### config.mk
export PLATFORM = sky130hd
export DESIGN_NAME = apb_cmd_master
export DESIGN_NICKNAME = d
export VERILOG_FILES = /design/src/rtl/apb_cmd_master.sv
export SDC_FILE = /design/constraint.sdc
export NUM_CORES = 1
export LEC_CHECK = 0
export BUFFER_PORTS_ARGS = -buffer_cell sky130_fd_sc_hd__buf_2
export CAP_MARGIN = 20
export CELL_PAD_IN_SITES_DETAIL_PLACEMENT = 1
export CELL_PAD_IN_SITES_GLOBAL_PLACEMENT = 2
export CORE_UTILIZATION = 25
export DETAILED_ROUTE_END_ITERATION = 16
export GPL_TIMING_DRIVEN = 0
export PLACE_DENSITY = 0.72
export REMOVE_ABC_BUFFERS = 1
export SLEW_MARGIN = 10
export SYNTH_ARGS = -nofsm -noshare
export SYNTH_HDL_FRONTEND = slang
export SYNTH_SLANG_ARGS = --single-unit
### constraint.sdc
create_clock -name pclk -period 2.05 [get_ports pclk]
set_input_delay 0 -clock pclk [delete_from_list [all_inputs] [get_ports pclk]]
set_output_delay 0 -clock pclk [all_outputs]
set_load 0.02 [all_outputs]
### src/rtl/apb_cmd_master.sv
// APB3 initiator: turns a valid/ready command stream into single APB transfers,
// with an ACCESS-phase wait-state timeout and a saturating error counter.
module apb_cmd_master #(
  parameter int ADDR_W         = 8,
  parameter int DATA_W         = 8,
  parameter int TIMEOUT_CYCLES = 255,
  parameter int ERRCNT_W       = 8
) (
  input  logic                pclk,
  input  logic                preset,
  input  logic                cmd_valid,
  output logic                cmd_ready,
  input  logic                cmd_write,
  input  logic [ADDR_W-1:0]   cmd_addr,
  input  logic [DATA_W-1:0]   cmd_wdata,
  output logic                rsp_valid,
  output logic [DATA_W-1:0]   rsp_rdata,
  output logic                rsp_err,
  output logic                rsp_timeout,
  output logic [ERRCNT_W-1:0] err_cnt,
  output logic [ADDR_W-1:0]   paddr,
  output logic                psel,
  output logic                penable,
  output logic                pwrite,
  output logic [DATA_W-1:0]   pwdata,
  input  logic [DATA_W-1:0]   prdata,
  input  logic                pready,
  input  logic                pslverr
);

  localparam logic [1:0] IDLE   = 2'd0;
  localparam logic [1:0] SETUP  = 2'd1;
  localparam logic [1:0] ACCESS = 2'd2;

  localparam int WAIT_W = (TIMEOUT_CYCLES > 0) ? $clog2(TIMEOUT_CYCLES + 1) : 1;
  localparam logic [WAIT_W-1:0] TO_LIM = WAIT_W'(TIMEOUT_CYCLES);

  logic [1:0]        state;
  logic [WAIT_W-1:0] wait_cnt;

  function automatic logic [ERRCNT_W-1:0] sat_inc(input logic [ERRCNT_W-1:0] v);
    return (&v) ? v : v + 1'b1;
  endfunction

  always_ff @(posedge pclk) begin
    if (preset) begin
      state       <= IDLE;
      wait_cnt    <= '0;
      cmd_ready   <= 1'b1;
      rsp_valid   <= 1'b0;
      rsp_rdata   <= '0;
      rsp_err     <= 1'b0;
      rsp_timeout <= 1'b0;
      err_cnt     <= '0;
      paddr       <= '0;
      psel        <= 1'b0;
      penable     <= 1'b0;
      pwrite      <= 1'b0;
      pwdata      <= '0;
    end else begin
      // Response flags are single-cycle pulses; the completing branch re-asserts them.
      rsp_valid   <= 1'b0;
      rsp_err     <= 1'b0;
      rsp_timeout <= 1'b0;
      case (state)
        IDLE: begin
          if (cmd_valid && cmd_ready) begin
            pwrite    <= cmd_write;
            paddr     <= cmd_addr;
            pwdata    <= cmd_wdata;
            psel      <= 1'b1;
            cmd_ready <= 1'b0;
            wait_cnt  <= '0;
            state     <= SETUP;
          end
        end
        SETUP: begin
          penable <= 1'b1;
          state   <= ACCESS;
        end
        ACCESS: begin
          // pready takes priority over a timeout landing on the same edge.
          if (pready) begin
            if (!pwrite) rsp_rdata <= prdata;
            rsp_err   <= pslverr;
            rsp_valid <= 1'b1;
            psel      <= 1'b0;
            penable   <= 1'b0;
            cmd_ready <= 1'b1;
            state     <= IDLE;
            if (pslverr) err_cnt <= sat_inc(err_cnt);
          end else if (TIMEOUT_CYCLES != 0 && wait_cnt == TO_LIM) begin
            rsp_err     <= 1'b1;
            rsp_timeout <= 1'b1;
            rsp_valid   <= 1'b1;
            psel        <= 1'b0;
            penable     <= 1'b0;
            cmd_ready   <= 1'b1;
            state       <= IDLE;
            err_cnt     <= sat_inc(err_cnt);
          end else if (TIMEOUT_CYCLES != 0) begin
            wait_cnt <= wait_cnt + 1'b1;
          end
        end
        default: begin
          psel      <= 1'b0;
          penable   <= 1'b0;
          cmd_ready <= 1'b1;
          state     <= IDLE;
        end
      endcase
    end
  end

endmodule

==> impl_metrics.ini <==
[outcome]
status = finished clean

[placement]
dp_hpwl_um = 3840
place_area_um2 = 2550
place_inst = 404
gp_congestion = 0.735
portBuffers = 68

[setup_path]
worstPathCellList = ha_4 -> nand3_4 -> o31a_1 -> buf_4 -> nor3_1 -> mux2_2
worstPathMaxFanout = 10
crit_required_ns = 2.26
critPathKind = reg -> reg
slowest_delay_ns = 0.42
cp_slowest_cell = dfxtp_2
rrSetupSlack_ns = 0.12
critPathArrivalTime_ns = 2.14
rr_worst_depth = 6
start_kind = flop
cp-end-kind = flop
worstReg2RegStart = wait_cnt[0]$_SDFFE_PP0P_
r2r-end = err_cnt[2]$_SDFFE_PP0P_

[sta]
fmax_mhz = 519
slew_violations = 0
maxSlewHeadroom_pct = 55.1
finalCritPeriodShare_pct = 93.9
rsz0062_at_grt = no
skew_ns = 0.0131
worst_pin_slew_ns = 0.669
setup_viol = 0
period_needed_ns = 1.93
finalHoldViolCount = 0

[yosys]
syn-cell-area_um2 = 2090
avgSynthCellArea_um2 = 8.49
ys_ff_latch = 49
synth_edf_count = 0
synth_warnings = 0
async_reset_ff_share_pct = 0
synthCells = 246
synth.distinct_cells = 42
synth_flop_cell = dfxtp_1
synth_seq_area_share_pct = 46.9

[global_route]
grt_first_pass_wirelength_um = 10100
grt_overflow = 0
grt_max_degree = 58
antenna_found_initial = 0
grt_pass1_vias = 2182
grt_use_total_pct = 14.4

[floorplanning]
fp-row-count = 32
fp.dieW_um = 93.4
dieArea_um2 = 8730
core_um2 = 7890
start_util_pct = 26.5
io_pins = 69
chipHeight_um = 93.4

[detailed_routing]
wirelength_um = 5900
vias = 2090
wl_per_cell_um = 13.4
first_pass_iters = 4
vias_per_cell = 4.74
drc = 0
drtAntennaViolNets = 0
drt_iter0_drc = 61

[power]
pwr_density_cell_nw_per_um2 = 689
peakVddDrop_uv = 280
design_power_total_mw = 2.09
leakagePower_nw = 1.23

[cts]
cts-root-buf = clkbuf_8
cts_buffer_depth = 2
clkLatencyLatePin_ns = 0.31
cts_tree = built
cts.clk_slew.worst_paths_ns = 0.10
htreeDepth = 2
cts_sinks = 49
cts_made_buffers = 5

[final_layout]
fin_cells = 441
nets = 370
design_area_um2 = 3030
area_growth_pct = 45.0
drive_gt1_share_pct = 28.6
final_common_cell = buf_2
layout_common_cells = buf_2, dfxtp_1, nand2_1, nor2_1, dlygate4sd3_1
diodes = 0

[run]
drv_cap = 0

[worst_hold_path]
min_from = pready
hold_end = rsp_valid$_SDFF_PP0_
min_path_cells = 3
hold_class = in -> reg
-- how the worst max path moves through the flow --
stage	startpoint	end	slack (ns)
after floorplan	cmd_ready$_SDFFE_PP1P_	wait_cnt[7]$_SDFFE_PP0P_	-0.14
after global placement	state[0]$_SDFFE_PP0P_	paddr[2]$_SDFFE_PP0P_	-1.24
after detailed placement	wait_cnt[0]$_SDFFE_PP0P_	err_cnt[5]$_SDFFE_PP0P_	-0.23
after CTS	wait_cnt[0]$_SDFFE_PP0P_	err_cnt[5]$_SDFFE_PP0P_	0.01
after global routing	wait_cnt[0]$_SDFFE_PP0P_	err_cnt[2]$_SDFFE_PP0P_	0.005
final	wait_cnt[0]$_SDFFE_PP0P_	err_cnt[2]$_SDFFE_PP0P_	0.12
-- power by group --
part	internal, mW	total [mW]	switching (mW)
registers	0.992	1.02	0.0316
clock network	0.375	0.737	0.362
logic	0.147	0.328	0.181
total	1.51	2.09	0.574
-- cells by family after synthesis --
| group | count (synthesis) | share of synthesized area [%] |
|---|---|---|
| AND/OR/NAND/NOR | 122 | 29.4 |
| buffers and inverters | 17 | 3.23 |
| flip-flops | 49 | 46.9 |
| multiplexers | 14 | 7.01 |
| AO/OA/AOI/OAI | 42 | 12.2 |
| adder cells (fa/ha/maj) | 2 | 1.20 |
-- critical path, delay by kind of cell, from the launching register on --
family	cells	cell delay [ns]
compound gates	1	0.35
fa+ha+maj	1	0.18
buf+inv	1	0.17
flops	1	0.42
mux	1	0.35
simple gates	2	0.34
-- sequential cells by signal, indices dropped and copies added, names as in the netlist, 2 cells and up --
signal / flops
state: 2
pwdata: 8
rsp_rdata: 8
wait_cnt: 8
paddr: 8
err_cnt: 8
-- what timing repair did --
| item | CTS | global route |
|---|---|---|
| pin swaps | 1 | 2 |
| setup endpoints to repair | 19 | 9 |
| hold buffers | 25 | 0 |
| hold endpoints to repair | 25 | 0 |
| setup buffers | 2 | 1 |
| resized for setup | 8 | 3 |
| cloned | 0 | 0 |
-- cell usage after synthesis (all sizes together) (3+ instances only) --
cell type / instances / area [um^2]
a21oi: 23 / 115
a31oi: 5 / 31.3
buf: 3 / 13.8
clkbuf: 12 / 46.3
dfxtp: 49 / 981
mux2: 5 / 56.3
mux2i: 9 / 90.1
nand2: 42 / 158
nand2b: 4 / 25.0
nand3: 16 / 80.1
nand4: 4 / 40.0
nor2: 26 / 97.6
nor2b: 6 / 37.5
nor3: 8 / 45.0
or4: 3 / 22.5
-- per-stage QoR --
stage	utilization [%]	hold WS [ns]	setup TNS (ns)	worst slack (ns)
final	38.4	0.0640	0	0.125
after global routing	38.4	0.0744	0	0.00501
after CTS	37.5	0.0479	0	0.0148
after detailed placement	32.3	0.244	-2.08	-0.229
after global placement	31.7	0.236	-29.95	-1.24
after floorplan	-	0.0691	-1.83	-0.136
-- area by class of cell --
type / instances / area, um^2
Fill cell: 970 / 4860
Multi-Input combinational cell: 180 / 1100
Sequential cell: 49 / 985
Timing Repair Buffer: 100 / 687
Tap cell: 102 / 128
Clock buffer: 5 / 68.8
Clock inverter: 3 / 50.0
Inverter: 2 / 7.51
-- per-layer routing --
| metal | routed length, um | global-route usage, % |
|---|---|---|
| met5 | 0 | 0 |
| met4 | 45 | 3.46 |
| met3 | 242 | 3.50 |
| met2 | 2880 | 25.1 |
| met1 | 2730 | 17.7 |
No activity file was read; power rests on OpenSTA's default activity.
